$ cat config.mk
export PLATFORM = sky130hd
export DESIGN_NAME = unified_mem_arbiter
export DESIGN_NICKNAME = d
export VERILOG_FILES = /design/src/rtl/cpu_mem_pkg.sv /design/src/rtl/mem_lat_counter.sv /design/src/rtl/unified_mem_arbiter.sv
export SDC_FILE = /design/constraint.sdc
export NUM_CORES = 1
export LEC_CHECK = 0
export ABC_AREA = 0
export CAP_MARGIN = 20
export CORE_MARGIN = 5
export CORE_UTILIZATION = 37
export CTS_CLUSTER_SIZE = 28
export DETAILED_ROUTE_END_ITERATION = 12
export PLACE_DENSITY_LB_ADDON = 0.05
export SYNTH_ARGS = -nofsm -noshare
export SYNTH_HDL_FRONTEND = slang
export SYNTH_HIERARCHICAL = 1
export SYNTH_SLANG_ARGS = --single-unit
$ cat constraint.sdc
create_clock -name clk_i -period 2 [get_ports clk_i]
set_input_delay 0.3 -clock clk_i [delete_from_list [all_inputs] [get_ports clk_i]]
set_output_delay 0.3 -clock clk_i [all_outputs]
set_load 0.02 [all_outputs]
$ cat src/rtl/cpu_mem_pkg.sv
// Shared definitions for the pipeline/memory arbiter: FSM state encodings,
// the default memory latency and the word-alignment helper.
package cpu_mem_pkg;

   localparam int unsigned DEF_MEM_LAT = 2;

   localparam logic [2:0] ST_IDLE   = 3'd0;
   localparam logic [2:0] ST_BUSY_I = 3'd1;
   localparam logic [2:0] ST_BUSY_D = 3'd2;
   localparam logic [2:0] ST_DONE_I = 3'd3;
   localparam logic [2:0] ST_DONE_D = 3'd4;

   typedef enum logic [2:0] {
      S_IDLE   = ST_IDLE,
      S_BUSY_I = ST_BUSY_I,
      S_BUSY_D = ST_BUSY_D,
      S_DONE_I = ST_DONE_I,
      S_DONE_D = ST_DONE_D
   } arb_state_e;

   function automatic logic [31:0] word_align(input logic [31:0] a);
      return a & ~32'd3;
   endfunction

endpackage

$ cat src/rtl/mem_lat_counter.sv
// Fixed-latency access counter: counts while enabled, flags terminal count
// (MEM_LAT-1), clear has priority over enable.
module mem_lat_counter
   import cpu_mem_pkg::*;
#(
   parameter int unsigned CNT_W   = 4,
   parameter int unsigned MEM_LAT = DEF_MEM_LAT
) (
   input  logic clk_i,
   input  logic rst_n,
   input  logic clr_i,
   input  logic en_i,
   output logic tc_o
);

   localparam logic [CNT_W-1:0] TC_VAL = CNT_W'(MEM_LAT - 1);

   logic [CNT_W-1:0] cnt_q, cnt_d;

   always_comb begin
      cnt_d = cnt_q;
      if (clr_i) begin
         cnt_d = '0;
      end else if (en_i) begin
         cnt_d = cnt_q + CNT_W'(1);
      end
   end

   always_ff @(posedge clk_i or negedge rst_n) begin
      if (!rst_n) begin
         cnt_q <= '0;
      end else begin
         cnt_q <= cnt_d;
      end
   end

   assign tc_o = (cnt_q == TC_VAL);

endmodule

$ cat src/rtl/unified_mem_arbiter.sv
// Arbitrates one fixed-latency single-port memory between instruction fetch and
// load/store; data side wins ties, stall_o freezes the pipe until its ready pulse.
module unified_mem_arbiter
   import cpu_mem_pkg::*;
#(
   parameter int unsigned MEM_LAT = DEF_MEM_LAT,
   parameter int unsigned CNT_W   = 4
) (
   input  logic        clk_i,
   input  logic        rst_n,
   input  logic        if_req_i,
   input  logic [31:0] if_addr_i,
   output logic [31:0] if_rdata_o,
   output logic        if_ready_o,
   input  logic        dm_rd_i,
   input  logic        dm_wr_i,
   input  logic [31:0] dm_addr_i,
   input  logic [31:0] dm_wdata_i,
   output logic [31:0] dm_rdata_o,
   output logic        dm_ready_o,
   output logic        mem_en_o,
   output logic        mem_we_o,
   output logic [31:0] mem_addr_o,
   output logic [31:0] mem_wdata_o,
   input  logic [31:0] mem_rdata_i,
   output logic        stall_o
);

   arb_state_e  state_q, state_d;
   logic [31:0] addr_q, addr_d;
   logic [31:0] wdata_q, wdata_d;
   logic [31:0] if_rdata_q, if_rdata_d;
   logic [31:0] dm_rdata_q, dm_rdata_d;
   logic        en_q, en_d;
   logic        we_q, we_d;
   logic        if_rdy_q, if_rdy_d;
   logic        dm_rdy_q, dm_rdy_d;
   logic        dm_req;
   logic        busy;
   logic        tc;

   assign dm_req = dm_rd_i | dm_wr_i;
   assign busy   = (state_q == S_BUSY_I) || (state_q == S_BUSY_D);

   // Cleared on the terminal cycle so DONE/IDLE always see a zero count.
   mem_lat_counter #(
      .CNT_W   (CNT_W),
      .MEM_LAT (MEM_LAT)
   ) u_lat_cnt (
      .clk_i (clk_i),
      .rst_n (rst_n),
      .clr_i (~busy | tc),
      .en_i  (busy),
      .tc_o  (tc)
   );

   always_comb begin
      state_d    = state_q;
      addr_d     = addr_q;
      wdata_d    = wdata_q;
      we_d       = we_q;
      en_d       = en_q;
      if_rdata_d = if_rdata_q;
      dm_rdata_d = dm_rdata_q;
      if_rdy_d   = 1'b0;
      dm_rdy_d   = 1'b0;
      unique case (state_q)
         S_IDLE: begin
            // The MEM-stage instruction is older than the fetch, so it goes first.
            if (dm_req) begin
               state_d = S_BUSY_D;
               addr_d  = word_align(dm_addr_i);
               wdata_d = dm_wdata_i;
               we_d    = dm_wr_i;
               en_d    = 1'b1;
            end else if (if_req_i) begin
               state_d = S_BUSY_I;
               addr_d  = word_align(if_addr_i);
               we_d    = 1'b0;
               en_d    = 1'b1;
            end
         end
         S_BUSY_I: begin
            if (tc) begin
               state_d    = S_DONE_I;
               if_rdata_d = mem_rdata_i;
               if_rdy_d   = 1'b1;
               en_d       = 1'b0;
               we_d       = 1'b0;
            end
         end
         S_BUSY_D: begin
            if (tc) begin
               state_d    = S_DONE_D;
               dm_rdata_d = mem_rdata_i;
               dm_rdy_d   = 1'b1;
               en_d       = 1'b0;
               we_d       = 1'b0;
            end
         end
         default: begin
            state_d = S_IDLE;
         end
      endcase
   end

   always_ff @(posedge clk_i or negedge rst_n) begin
      if (!rst_n) begin
         state_q    <= S_IDLE;
         addr_q     <= '0;
         wdata_q    <= '0;
         we_q       <= 1'b0;
         en_q       <= 1'b0;
         if_rdata_q <= '0;
         dm_rdata_q <= '0;
         if_rdy_q   <= 1'b0;
         dm_rdy_q   <= 1'b0;
      end else begin
         state_q    <= state_d;
         addr_q     <= addr_d;
         wdata_q    <= wdata_d;
         we_q       <= we_d;
         en_q       <= en_d;
         if_rdata_q <= if_rdata_d;
         dm_rdata_q <= dm_rdata_d;
         if_rdy_q   <= if_rdy_d;
         dm_rdy_q   <= dm_rdy_d;
      end
   end

   assign mem_en_o    = en_q;
   assign mem_we_o    = we_q;
   assign mem_addr_o  = addr_q;
   assign mem_wdata_o = wdata_q;
   assign if_rdata_o  = if_rdata_q;
   assign if_ready_o  = if_rdy_q;
   assign dm_rdata_o  = dm_rdata_q;
   assign dm_ready_o  = dm_rdy_q;

   // Combinational so the pipe advances in exactly the ready cycle.
   assign stall_o = (if_req_i & ~if_rdy_q) | (dm_req & ~dm_rdy_q);

endmodule

---- Word-level counts from Yosys, hierarchy flattened ----
Cells that the tools add are included.
word-level totals
  register bits after elaboration ......... 139
  input port bits ......................... 133
  output and inout bits ................... 133
operators by class
  add/sub/neg operators ................... 1
  eq/ne operators ......................... 7
  muxes and demuxes ....................... 19
  bitwise gates (word level) .............. 8
  reduce and logical (&&, ||, !) cells .... 12
operators with widths
  operator               count
  $mux W32               2
  $mux W3                4
  $pmux W3 S3            1
  $mux W1                8
  $mux W4                2
  $reduce_and A2 Y1      4
  $reduce_and A3 Y1      2
  $reduce_bool A2 Y1     3
  $add A4 B1 Y4 const B  1
  $eq A4 B1 Y1 const B   1
  $ne A2 B2 Y1 const B   2
  $pmux W1 S2            2
  $eq A3 B1 Y1 const B   1
  $eq A3 B2 Y1 const B   1
  $logic_not A3 Y1       1
  $ne A3 B3 Y1 const B   1
  $not A1 Y1             3
  $or A1 B1 Y1           3
  $and A1 B1 Y1          2
  $ne A2 B1 Y1 const B   1
  $reduce_or A2 Y1       1
  $logic_or A1 B1 Y1     1

---- Logic depth before layout (Yosys ltp) ----
Gate-level depths: netlist of the first run.
  depth after elaboration ................. 5
  depth in mapped cells ................... 7

---- Cells and area by module ----
Netlist of the first run, hierarchy kept.
by module, submodules not included
  module               times used  cells an instance  area an instance (um2)  sequential area each (um2)
  unified_mem_arbiter  1           332                5426.5                  3328.2
  mem_lat_counter      1           20                 221.5                   100.1

---- Worst setup path before layout of the first run ----
OpenSTA, ideal clock, no wires.
  path kind ............................... reg-to-reg
  from .................................... register u_lat_cnt.cnt_q[1]
  to ...................................... register dm_rdata_q[10], in the netlist dm_rdata_o[10]
  library setup time ...................... 125 ps
  arrival time ............................ 1982 ps
  required time ........................... 1875 ps
  setup slack ............................. -107 ps
  stages on the path, launching flop included .. 8
  cell sequence ........................... dfrtp_1 -> inv_1 -> ha_1 -> nor3b_1 -> nand2b_4 -> nor3b_4 -> buf_6 -> mux2_2
on the way
  longest elaborated chain between the ends .. 2
RTL lines
  item                                RTL line                    source
  start, declared                     mem_lat_counter.sv:18       logic [CNT_W-1:0] cnt_q, cnt_d;
  start signal, assigned              mem_lat_counter.sv:33       cnt_q <= cnt_d;
  $eq A4 B1 Y1                        mem_lat_counter.sv:37       assign tc_o = (cnt_q == TC_VAL);
  net tc                              unified_mem_arbiter.sv:40   logic tc;
  $reduce_and A2 Y1 (no source line)  n/a
  end signal, assigned                unified_mem_arbiter.sv:125  dm_rdata_q <= dm_rdata_d;
  end, declared                       unified_mem_arbiter.sv:33   logic [31:0] dm_rdata_q, dm_rdata_d;
The timed path passes the listed nets, and every way through them passes these cells.
A chain may end at the register's enable or synchronous reset.

---- Worst setup path in the final report of the first run ----
  from .................................... register u_lat_cnt.cnt_q[1]
  to ...................................... register if_rdata_q[9], in the netlist if_rdata_o[9]
on the way
  longest elaborated chain between the ends .. 2
RTL lines
  item                                RTL line                    source
  $eq A4 B1 Y1                        mem_lat_counter.sv:37
  net tc                              unified_mem_arbiter.sv:40
  $reduce_and A2 Y1 (no source line)  n/a
  end signal, assigned                unified_mem_arbiter.sv:124  if_rdata_q <= if_rdata_d;
  end, declared                       unified_mem_arbiter.sv:32   logic [31:0] if_rdata_q, if_rdata_d;
The timed path passes the listed nets, and every way through them passes these cells.

==> metrics.cfg, run 1 <==
[clock_tree]
max-clock-path-buffers=2
cts_tree=done
clkLatencyLatePin_ns=0.41
clock-sinks=137
cts_made_buffers=17
clockRootBuffer=clkbuf_16
h-tree-depth=4
clk_pin_slew_worst_paths_ns=0.05

[timing]
relSlewSlack_pct=66.6
hold_violations=0
report.final.slew_viol_count=0
hold_slack_ns=0.393
tightest_slew_ns=0.501
fmax_ghz=0.520
fin_crit_sh_pct=96.1
final-setup-viol-count=0
min_period_ns=1.92
worst_slack_ns=0.0770
rsz0062_at_grt=yes
fin_skew_ns=0.0103

[drt]
post-route-drc-count=0
first_iter_violations=79
via_per_inst=4.73
routedWlPerCell_um=18.1
antenna_left=0
drt_first_pass_iters=4
vias=3967
totalWireLength_mm=15.2

[power_and_ir_drop]
ir_worst_vdd_v=0.000873
power_mw=15.5
p_leak_nw=3.94
powerDensity_mw_per_mm2=1670

[cells_and_area]
drive_gt1_share_pct=33.8
nNetsFinal=774
antennaDiodeCount=0
syn2layout_area_growth_pct=65.0
finalCoreUtilization_pct=61.7
fill_cells=1175

[setup_path]
crit_path_frequent_cell=nor3b_4
worst_path_max_delay_cell=dfrtp_1
rr_worst_depth=8
worstPathRequired_ns=2.29
rr_endpoint=if_rdata_o[9]$_DFFE_PN0P_
worstPathCellList=inv_1 > ha_1 > nor3b_4 > nand2b_4 > nor3b_4 > buf_4 > buf_12 > mux2_2
reg2reg_slack_ns=0.08
criticalPathCategory=reg -> reg
cpPeakStageDelay_ns=0.39
r2r-start=u_lat_cnt/cnt_q[1]$_DFFE_PN0P_
worstPathMaxFanout=14
endpoint_kind=flop
cp-start-kind=flop
cp.arrival_ns=2.21

[floorplan]
die_y_um=134
core_mm2=0.0151
initial_core_util_pct=37.4
top_level_ports=266
die_w_um=134
die-area_mm2=0.0178
rows=45

[synth]
avgSynthCellArea_um2=16.0
synth_seq_cells=137
netlist.area_leader.share_pct=60.7
synth_cell_type_count=33
syn-instance-count=352
ys_top_cells_by_area=dfrtp_1 (61%), mux2_2 (31%), buf_6 (1.2%), buf_4 (0.80%), nor3b_4 (0.66%)
seq_area_frac_synth_pct=60.7
yosysWarnings=6
async_flop_share_pct=100
synth_edf_count=0
yosysMostFrequentCell=mux2_2
synth.largest_area_cell=dfrtp_1
ys_top_cells_by_count=mux2_2 (153), dfrtp_1 (137), buf_2 (7), buf_4 (6), buf_6 (6)
synth_area_mm2=0.00565
synth_top_flop_cell=dfrtp_1

[global_route]
grt_pass1_vias=4387
antenna_found_initial=0
grt_max_degree=52
grtUsageTotal_pct=16.8
gr-total-overflow=0
grt_pass1_wl_mm=23.6

[placement]
gp_congestion=0.728
dp_hpwl_mm=11.2
port_buffers=259
dp_slack_ns=-0.0247

[run_status]
status=complete, no violations

[flow_run]
drv_cap=0

[worst_hold_path]
min_path_type=in -> async

-- layout by cell type (no fill, tap or decap), types with 2 or more instances in the layout --
master,instances
xnor2_1,2
clkdlybuf4s50_1,257
bufinv_16,3
dfrtp_1,137
o21ai_0,3
inv_1,2
nand2b_1,2
nor2b_1,2
buf_6,5
buf_4,13
a21oi_1,3
buf_12,7
nor2_1,3
conb_1,2
clkinv_2,3
mux2_1,3
clkbuf_16,19
mux2_2,153
nor3b_4,3
clkbuf_8,6
ha_1,2
-- report_power, final --
group	leakage [nW]	switching (mW)	internal, mW
combinational	1.95	3.34	4.11
sequential	1.69	0.701	4.12
clock	0.308	1.12	2.15
total	3.94	5.15	10.4
-- routing by layer --
metal  share of wire (%)  global-route usage, %  up-vias
met4                 2.5                   7.09        0
met5                   0                      0        -
met2                  48                   26.9      174
li1                    -                      -     1825
met3                  11                   8.61       26
met1                  38                   19.0     1942
-- final cells by class --
cell class / instances / area (um^2) / area share [%]
clock buffer: 24 / 512 / 5.49
clock inverter: 7 / 113 / 1.21
inverter: 2 / 7.51 / 0.0806
multi-input combinational: 195 / 2080 / 22.4
sequential: 137 / 3430 / 36.8
tap: 188 / 235 / 2.52
timing repair buffer: 286 / 2940 / 31.5
-- metrics by stage --
stage	instances	setup TNS, ns	cell area [um^2]
2_1_floorplan	353	0	5660
3_3_place_gp	798	0	8560
3_5_place_dp	798	-0.213	8560
4_1_cts	830	0	9190
5_1_grt	839	-0.671	9320
6_report	839	0	9320
-- flip-flops by register name (all words and copies together) (netlist names) --
signal	count
if_ready_o	1
u_lat_cnt/cnt_q	4
mem_wdata_o	32
mem_addr_o	30
dm_rdata_o	32
dm_ready_o	1
mem_en_o	1
mem_we_o	1
state_q	3
if_rdata_o	32
-- kinds of logic after synthesis --
kind of cell	after synthesis	synth area share, %
XOR/XNOR	2	0.310
AO/OA/AOI/OAI	11	1.40
other	1	0.0664
AND/OR/NAND/NOR	21	2.97
adder cells (fa/ha/maj)	2	0.443
multiplexers	157	31.4
flip-flops	137	60.7
buffers and inverters	21	2.75
-- critical path, delay by kind of cell (launching register included) --
family	cells	cell delay [ns]
fa+ha+maj	1	0.13
buf+inv	3	0.36
flops	1	0.39
mux	1	0.35
simple gates	3	0.57
-- worst max path at each step --
stage                                        start  cells past startpoint  slack (ns)                          to
floorplan           u_lat_cnt/cnt_q[1]$_DFFE_PN0P_                      7        0.08  dm_rdata_o[10]$_DFFE_PN0P_
global placement                           dm_wr_i                      5        0.01  mem_addr_o[18]$_DFFE_PN0P_
detailed placement                         dm_wr_i                      5       -0.02  mem_addr_o[20]$_DFFE_PN0P_
CTS                 u_lat_cnt/cnt_q[1]$_DFFE_PN0P_                      7       0.009  dm_rdata_o[18]$_DFFE_PN0P_
global route        u_lat_cnt/cnt_q[1]$_DFFE_PN0P_                      8       -0.04   if_rdata_o[9]$_DFFE_PN0P_
finish              u_lat_cnt/cnt_q[1]$_DFFE_PN0P_                      8        0.08   if_rdata_o[9]$_DFFE_PN0P_
-- timing repair --
action,in CTS,in global routing
setup buffers,0,6
hold endpoints to repair,48,0
gates resized for setup,0,5
setup endpoints to repair,0,65
hold buffers,1,0
(Power assumes the default switching activity.)
==> run 2: changes to the inputs <==
Settings changed: ABC_AREA 0 to unset, CORE_MARGIN 5 to unset.
==> run 2 against run 1 <==
  * The run now ends with DRC left
  * Fmax is 0.13% higher
  * Hold slack worse by 0.072 ns
  * Flip-flop and latch count stayed put
  * Utilization is 0.91 points higher
  * Combinational power hardly changed
  * First-iteration DRC count is 16% higher
  * Non-clock buffer count is 5 lower
  * Critical path type unchanged
  * Critical endpoint is now if_rdata_o[27]$_DFFE_PN0P_
  * Largest power group unchanged
==> metrics.cfg, run 2 (same netlist as run 1, synthesis figures left out) <==
[run_status]
status=finished, violations left  ; was complete, no violations
violations=DRC

[power_and_ir_drop]
ir_worst_vdd_v=0.000805  ; was 0.000873 V
powerDensity_mw_per_mm2=1640  ; was 1670 mW/mm^2
p_leak_nw=3.88  ; was 3.94 nW

[global_route]
grtUsageTotal_pct=18.2  ; was 16.8%
grt_max_degree=62  ; was 52
grt_pass1_vias=4297  ; was 4387
antenna_found_initial=0  ; unchanged
grt_pass1_wl_mm=22.3  ; was 23.6 mm
gr-total-overflow=0  ; unchanged

[placement]
dpl_cell_area_mm2=0.00856  ; unchanged
port_buffers=259  ; unchanged
dp_hpwl_mm=9.83  ; was 11.2 mm
gp_congestion=0.682  ; was 0.728

[floorplan]
rows=44  ; was 45
initial_core_util_pct=38.4  ; was 37.4%
die-area_mm2=0.0158  ; was 0.0178 mm^2
die_y_um=126  ; was 134 um
top_level_ports=266  ; unchanged
die_w_um=126  ; was 134 um
core_mm2=0.0147  ; was 0.0151 mm^2

[drt]
post-route-drc-count=18  ; was 0
vias=3886  ; was 3967
drt_first_pass_iters=8  ; was 4
totalWireLength_mm=13.6  ; was 15.2 mm
met1_length_mm=5.36  ; was 5.78 mm
met2_length_mm=6.80  ; was 7.30 mm
top_layer=met4  ; unchanged
antenna_left=0  ; unchanged
via_per_inst=4.68  ; was 4.73
routedWlPerCell_um=16.4  ; was 18.1 um
first_iter_violations=92  ; was 79
met3_length_mm=1.29  ; was 1.72 mm

[cells_and_area]
antennaDiodeCount=0  ; unchanged
drive_gt1_share_pct=32.9  ; was 33.8%
nNetsFinal=769  ; was 774
final_cell_mix=clkdlybuf4s50_1 (257), mux2_2 (153), dfrtp_1 (137)  ; unchanged
syn2layout_area_growth_pct=63.1  ; was 65.0%
fin_area_mm2=0.00921  ; was 0.00932 mm^2
final_common_cell=clkdlybuf4s50_1  ; unchanged

[setup_path]
cp-start-kind=flop  ; unchanged
criticalPathCategory=reg -> reg  ; unchanged
worstPathMaxFanout=6  ; was 14
worstPathRequired_ns=2.29  ; about the same
cp.arrival_ns=2.21  ; about the same
endpoint_kind=flop  ; unchanged

[clock_tree]
clkLatencyLatePin_ns=0.41  ; about the same
clockRootBuffer=clkbuf_16  ; unchanged
clock-sinks=137  ; unchanged
h-tree-depth=4  ; unchanged
clk_pin_slew_worst_paths_ns=0.06  ; was 0.05 ns
max-clock-path-buffers=2  ; unchanged
cts_made_buffers=17  ; unchanged
cts_tree=done  ; unchanged

[timing]
tns_ns=0  ; unchanged
final-setup-viol-count=0  ; unchanged
fin_skew_ns=0.00798  ; was 0.0103 ns
fin_crit_sh_pct=96.0  ; was 96.1%
fmax_ghz=0.521  ; was 0.520 GHz
hold_violations=0  ; unchanged
report.final.slew_viol_count=0  ; unchanged
rsz0062_at_grt=no  ; was yes
min_period_ns=1.92  ; about the same

[worst_hold_path]
min_path_type=in -> async  ; unchanged

[flow_run]
drv_cap=0  ; unchanged

run 2: cell type report:
class / count / area (um^2)
Timing Repair Buffer: 281 / 2910
Tap cell: 184 / 230
Clock inverter: 8 / 70.1
Clock buffer: 24 / 482
Inverter: 2 / 7.51
Fill cell: 1134 / 5490
Multi-Input combinational cell: 195 / 2080
Sequential cell: 137 / 3430
run 2: what timing repair did:
action,in CTS,in global routing
pin swaps,1,1
buffers inserted,1,2
gates resized for setup,2,3
endpoints found under the hold margin,25,0
cloned,1,1
hold buffers,1,0
setup endpoints to repair,19,65
run 2: critical path, cell delays in order (launching register included):
cell      delay, ns
dfrtp_1        0.38
inv_1          0.06
ha_1           0.14
nor3b_4        0.24
nand2b_4       0.12
nor3b_4        0.20
buf_6          0.15
buf_4          0.16
mux2_2         0.35
run 2: per-stage QoR:
| stage | util, % | std cells | total power, mW | hold slack [ns] | setup slack [ns] |
|---|---|---|---|---|---|
| floorplan | - | 353 | 8.64 | 0.00441 | 0.0759 |
| CTS | 62.3 | 828 | 15.3 | 0.313 | 0.0314 |
| global placement | 58.2 | 793 | 12.1 | 0.182 | 0.0451 |
| finish | 62.7 | 831 | 15.1 | 0.321 | 0.0794 |
| global route | 62.7 | 831 | 15.9 | 0.331 | 0.00694 |
| detailed placement | 58.2 | 793 | 12.3 | 0.186 | 0.0111 |
run 2: worst paths after layout:
check | from | to | slack (ns) | cells past startpoint
setup reg to reg | u_lat_cnt/cnt_q[1]$_DFFE_PN0P_ | if_rdata_o[27]$_DFFE_PN0P_ | 0.08 | 8
hold / removal | rst_n | mem_addr_o[3]$_DFFE_PN0P_ | 0.32 | 2
setup / recovery | u_lat_cnt/cnt_q[1]$_DFFE_PN0P_ | if_rdata_o[27]$_DFFE_PN0P_ | 0.08 | 8
min in group clk_i | dm_rdata_o[2]$_DFFE_PN0P_ | dm_rdata_o[2]$_DFFE_PN0P_ | 0.49 | 1
hold reg to reg | dm_rdata_o[2]$_DFFE_PN0P_ | dm_rdata_o[2]$_DFFE_PN0P_ | 0.49 | 1
max in group asynchronous | rst_n | dm_rdata_o[18]$_DFFE_PN0P_ | 1.06 | 3
run 2: power by group:
group | switching, mW | internal, mW
Sequential | 0.678 | 4.12
Combinational | 3.32 | 4.10
Clock | 1.10 | 1.80
Total | 5.09 | 10.0
run 2: per-layer routing:
layer	vias up	track usage, %
li1	1812	-
met1	1911	20.4
met2	150	30.8
met3	13	7.83
met4	0	6.46
met5	-	0
==> run 3: changes to the inputs <==
Settings changed: ABC_AREA set to 1, CORE_ASPECT_RATIO set to 1.75.
==> run 3 against run 2 <==
  * The run now ends clean
  * Combinational power about the same
  * Clock skew up 0.0022 ns
  * Design area down 1.7%
==> metrics.cfg, run 3 <==
[synth]
synth_seq_cells=137  ; unchanged
synth_edf_count=0  ; unchanged
muxShareOfSynthArea_pct=0  ; was 31.4%
ys_top_cells_by_area=dfrtp_1 (61%), nand2_1 (9.4%), o21ai_0 (7.8%), nor2_1 (4.1%), o21a_1 (4.0%)  ; was dfrtp_1 (61%), mux2_2 (31%), buf_6 (1.2%), buf_4 (0.80%), nor3b_4 (0.66%)
synth_top_family_by_area=simple AND/OR/NAND/NOR gates  ; was multiplexers
yosys.area_share.xor_xnor_pct=0  ; was 0.310%
avgSynthCellArea_um2=9.23  ; was 16.0 um^2
seq_area_frac_synth_pct=60.7  ; about the same
syn-instance-count=612  ; was 352
synth_simple_gate_area_share_pct=18.5  ; was 2.97%
synth_cell_type_count=26  ; was 33
yosysWarnings=6  ; unchanged
ys_top_cells_by_count=nand2_1 (142), dfrtp_1 (137), o21ai_0 (88), nor2_1 (62), inv_1 (44)  ; was mux2_2 (153), dfrtp_1 (137), buf_2 (7), buf_4 (6), buf_6 (6)
synth_compound_area_share_pct=13.4  ; was 1.40%
synth_top_flop_cell=dfrtp_1  ; unchanged
yosysMostFrequentCell=nand2_1  ; was mux2_2
netlist.area_leader.share_pct=60.7  ; about the same
yosys.area_share.adder_pct=0.443  ; about the same
synth_area_mm2=0.00565  ; about the same
synth.largest_area_cell=dfrtp_1  ; unchanged
async_flop_share_pct=100  ; unchanged

[timing]
hold_violations=0  ; unchanged
rsz0062_at_grt=no  ; unchanged
min_period_ns=1.72  ; was 1.92 ns
relSlewSlack_pct=59.8
tightest_slew_ns=0.603
fin_skew_ns=0.0101  ; was 0.00798 ns
fmax_ghz=0.582  ; was 0.521 GHz
fin_crit_sh_pct=85.9  ; was 96.0%
tns_ns=0  ; unchanged
report.final.slew_viol_count=0  ; unchanged
final-setup-viol-count=0  ; unchanged

[clock_tree]
clockRootBuffer=clkbuf_16  ; unchanged
h-tree-depth=4  ; unchanged
clkLatencyLatePin_ns=0.41  ; about the same
cts_made_buffers=17  ; unchanged
cts_setup_buffers=0  ; was 1
cts_tree=done  ; unchanged
max-clock-path-buffers=2  ; unchanged
clk_pin_slew_worst_paths_ns=0.06  ; about the same
clock-sinks=137  ; unchanged

[cells_and_area]
nNetsFinal=1006  ; was 769
fill_cells=1310  ; was 1134
final_common_cell=clkdlybuf4s50_1  ; unchanged
drive_gt1_share_pct=7.13  ; was 32.9%
final_cell_mix=clkdlybuf4s50_1 (257), nand2_1 (141), dfrtp_1 (137)  ; was clkdlybuf4s50_1 (257), mux2_2 (153), dfrtp_1 (137)
syn2layout_area_growth_pct=60.3  ; was 63.1%
antennaDiodeCount=0  ; unchanged
stdcell_count=1066  ; was 831
finalCoreUtilization_pct=60.7  ; was 62.7%

[setup_path]
cp.buffers_inverters=1  ; was 3
reg2reg_slack_ns=0.31  ; was 0.08 ns
cp.arrival_ns=1.42  ; was 2.21 ns
endpoint_kind=primary output  ; was flop
cpLargestDelayFamily=buffers and inverters  ; was simple AND/OR/NAND/NOR gates
cp-start-kind=flop  ; unchanged
worst_path_max_delay_cell=clkdlybuf4s50_1  ; was dfrtp_1
worstPathCellList=clkdlybuf4s50_1  ; was inv_1 > ha_1 > nor3b_4 > nand2b_4 > nor3b_4 > buf_6 > buf_4 > mux2_2
criticalPathCategory=reg -> out  ; was reg -> reg
worstPathRequired_ns=1.70  ; was 2.29 ns
worstPathMaxFanout=2  ; was 6
cpPeakStageDelay_ns=0.65  ; was 0.38 ns

[drt]
first_iter_violations=201  ; was 92
post-route-drc-count=0  ; was 18
antenna_left=0  ; unchanged
via_per_inst=4.71  ; was 4.68
drt_first_pass_iters=5  ; was 8
routedWlPerCell_um=15.1  ; was 16.4 um
totalWireLength_mm=16.1  ; was 13.6 mm
vias=5022  ; was 3886

[floorplan]
top_level_ports=266  ; unchanged
die-area_mm2=0.0158  ; about the same
die_w_um=95.4  ; was 126 um
rows=59  ; was 44
die_y_um=165  ; was 126 um
initial_core_util_pct=37.9  ; was 38.4%
core_mm2=0.0149  ; was 0.0147 mm^2

[placement]
dp_hpwl_mm=11.5  ; was 9.83 mm
post-place-cells=1034  ; was 793
gp_congestion=0.745  ; was 0.682
port_buffers=259  ; unchanged

[global_route]
grt_max_degree=67  ; was 62
antenna_found_initial=0  ; unchanged
grt_pass1_vias=4817  ; was 4297
grtUsageTotal_pct=20.7  ; was 18.2%
gr-total-overflow=0  ; unchanged
grt_pass1_wl_mm=24.7  ; was 22.3 mm

[worst_hold_path]
min_path_type=in -> async  ; unchanged

[flow_run]
drv_cap=0  ; unchanged

[power_and_ir_drop]
power_mw=15.2  ; was 15.1 mW
ir_worst_vdd_v=0.000917  ; was 0.000805 V
p_leak_nw=4.15  ; was 3.88 nW
powerDensity_mw_per_mm2=1680  ; was 1640 mW/mm^2

[run_status]
status=complete, no violations  ; was finished, violations left

## run 3: cell count changes after synthesis, moves of 14 or more
cell	delta
mux2_2	-153
nand2_1	+141
o21ai_0	+85
nor2_1	+59
inv_1	+42
nand3_1	+38
o21a_1	+30
buf_2	+14
## run 3: per-stage QoR
stage / area [um^2] / setup slack (ns) / hold WS (ns)
global route: 9060 / 0.178 / 0.442
CTS: 9050 / 0.0257 / 0.435
detailed placement: 8480 / 0.0320 / 0.318
floorplan: 5650 / 0.358 / 0.00441
finish: 9060 / 0.282 / 0.433
global placement: 8480 / 0.0319 / 0.314
## run 3: worst paths after layout
check	to	cells past startpoint	start
min in group clk_i	if_rdata_o[28]$_DFFE_PN0P_	3	mem_rdata_i[28]
max reg2reg	u_lat_cnt/cnt_q[3]$_DFFE_PN0P_	10	u_lat_cnt/cnt_q[1]$_DFFE_PN0P_
min reg2reg	mem_wdata_o[20]$_DFFE_PN0P_	2	mem_wdata_o[20]$_DFFE_PN0P_
max	dm_rdata_o[6]	1	dm_rdata_o[6]$_DFFE_PN0P_
min	mem_addr_o[7]$_DFFE_PN0P_	2	rst_n
max in group asynchronous	mem_wdata_o[18]$_DFFE_PN0P_	3	rst_n
## run 3: logic make-up after synthesis
group,count (synthesis)
simple gates,253
flops,137
compound gates,134
buf+inv,85
fa+ha+maj,2
other cells,1
## run 3: layer usage
| layer | vias up | share of wire, % | track usage [%] |
|---|---|---|---|
| met5 | - | 0 | 0 |
| met3 | 21 | 8.6 | 6.36 |
| met4 | 0 | 2.1 | 7.87 |
| met2 | 201 | 51 | 35.1 |
| li1 | 2474 | - | - |
| met1 | 2326 | 39 | 24.1 |
## run 3: final cells by class
cell class / count / area (um^2) / share of cell area (%)
Timing Repair Buffer: 276 / 2810 / 31.1
Sequential cell: 137 / 3430 / 37.9
Multi-Input combinational cell: 391 / 1840 / 20.4
Clock inverter: 13 / 121 / 1.34
Tap cell: 183 / 229 / 2.53
Inverter: 48 / 181 / 2.00
Clock buffer: 18 / 439 / 4.85
## run 3: repair_timing
item / 4_1_cts / 5_1_grt
endpoints found under the hold margin: 57 / 0
endpoints found under the setup margin: 0 / 1
hold buffers: 1 / 0
gates resized for setup: 0 / 1
## run 3: where the power goes
part           switching (mW)  leakage (nW)  internal, mW
Combinational            3.98          2.26          3.43
Sequential              0.734          1.63          4.13
Clock                    1.21         0.261          1.74
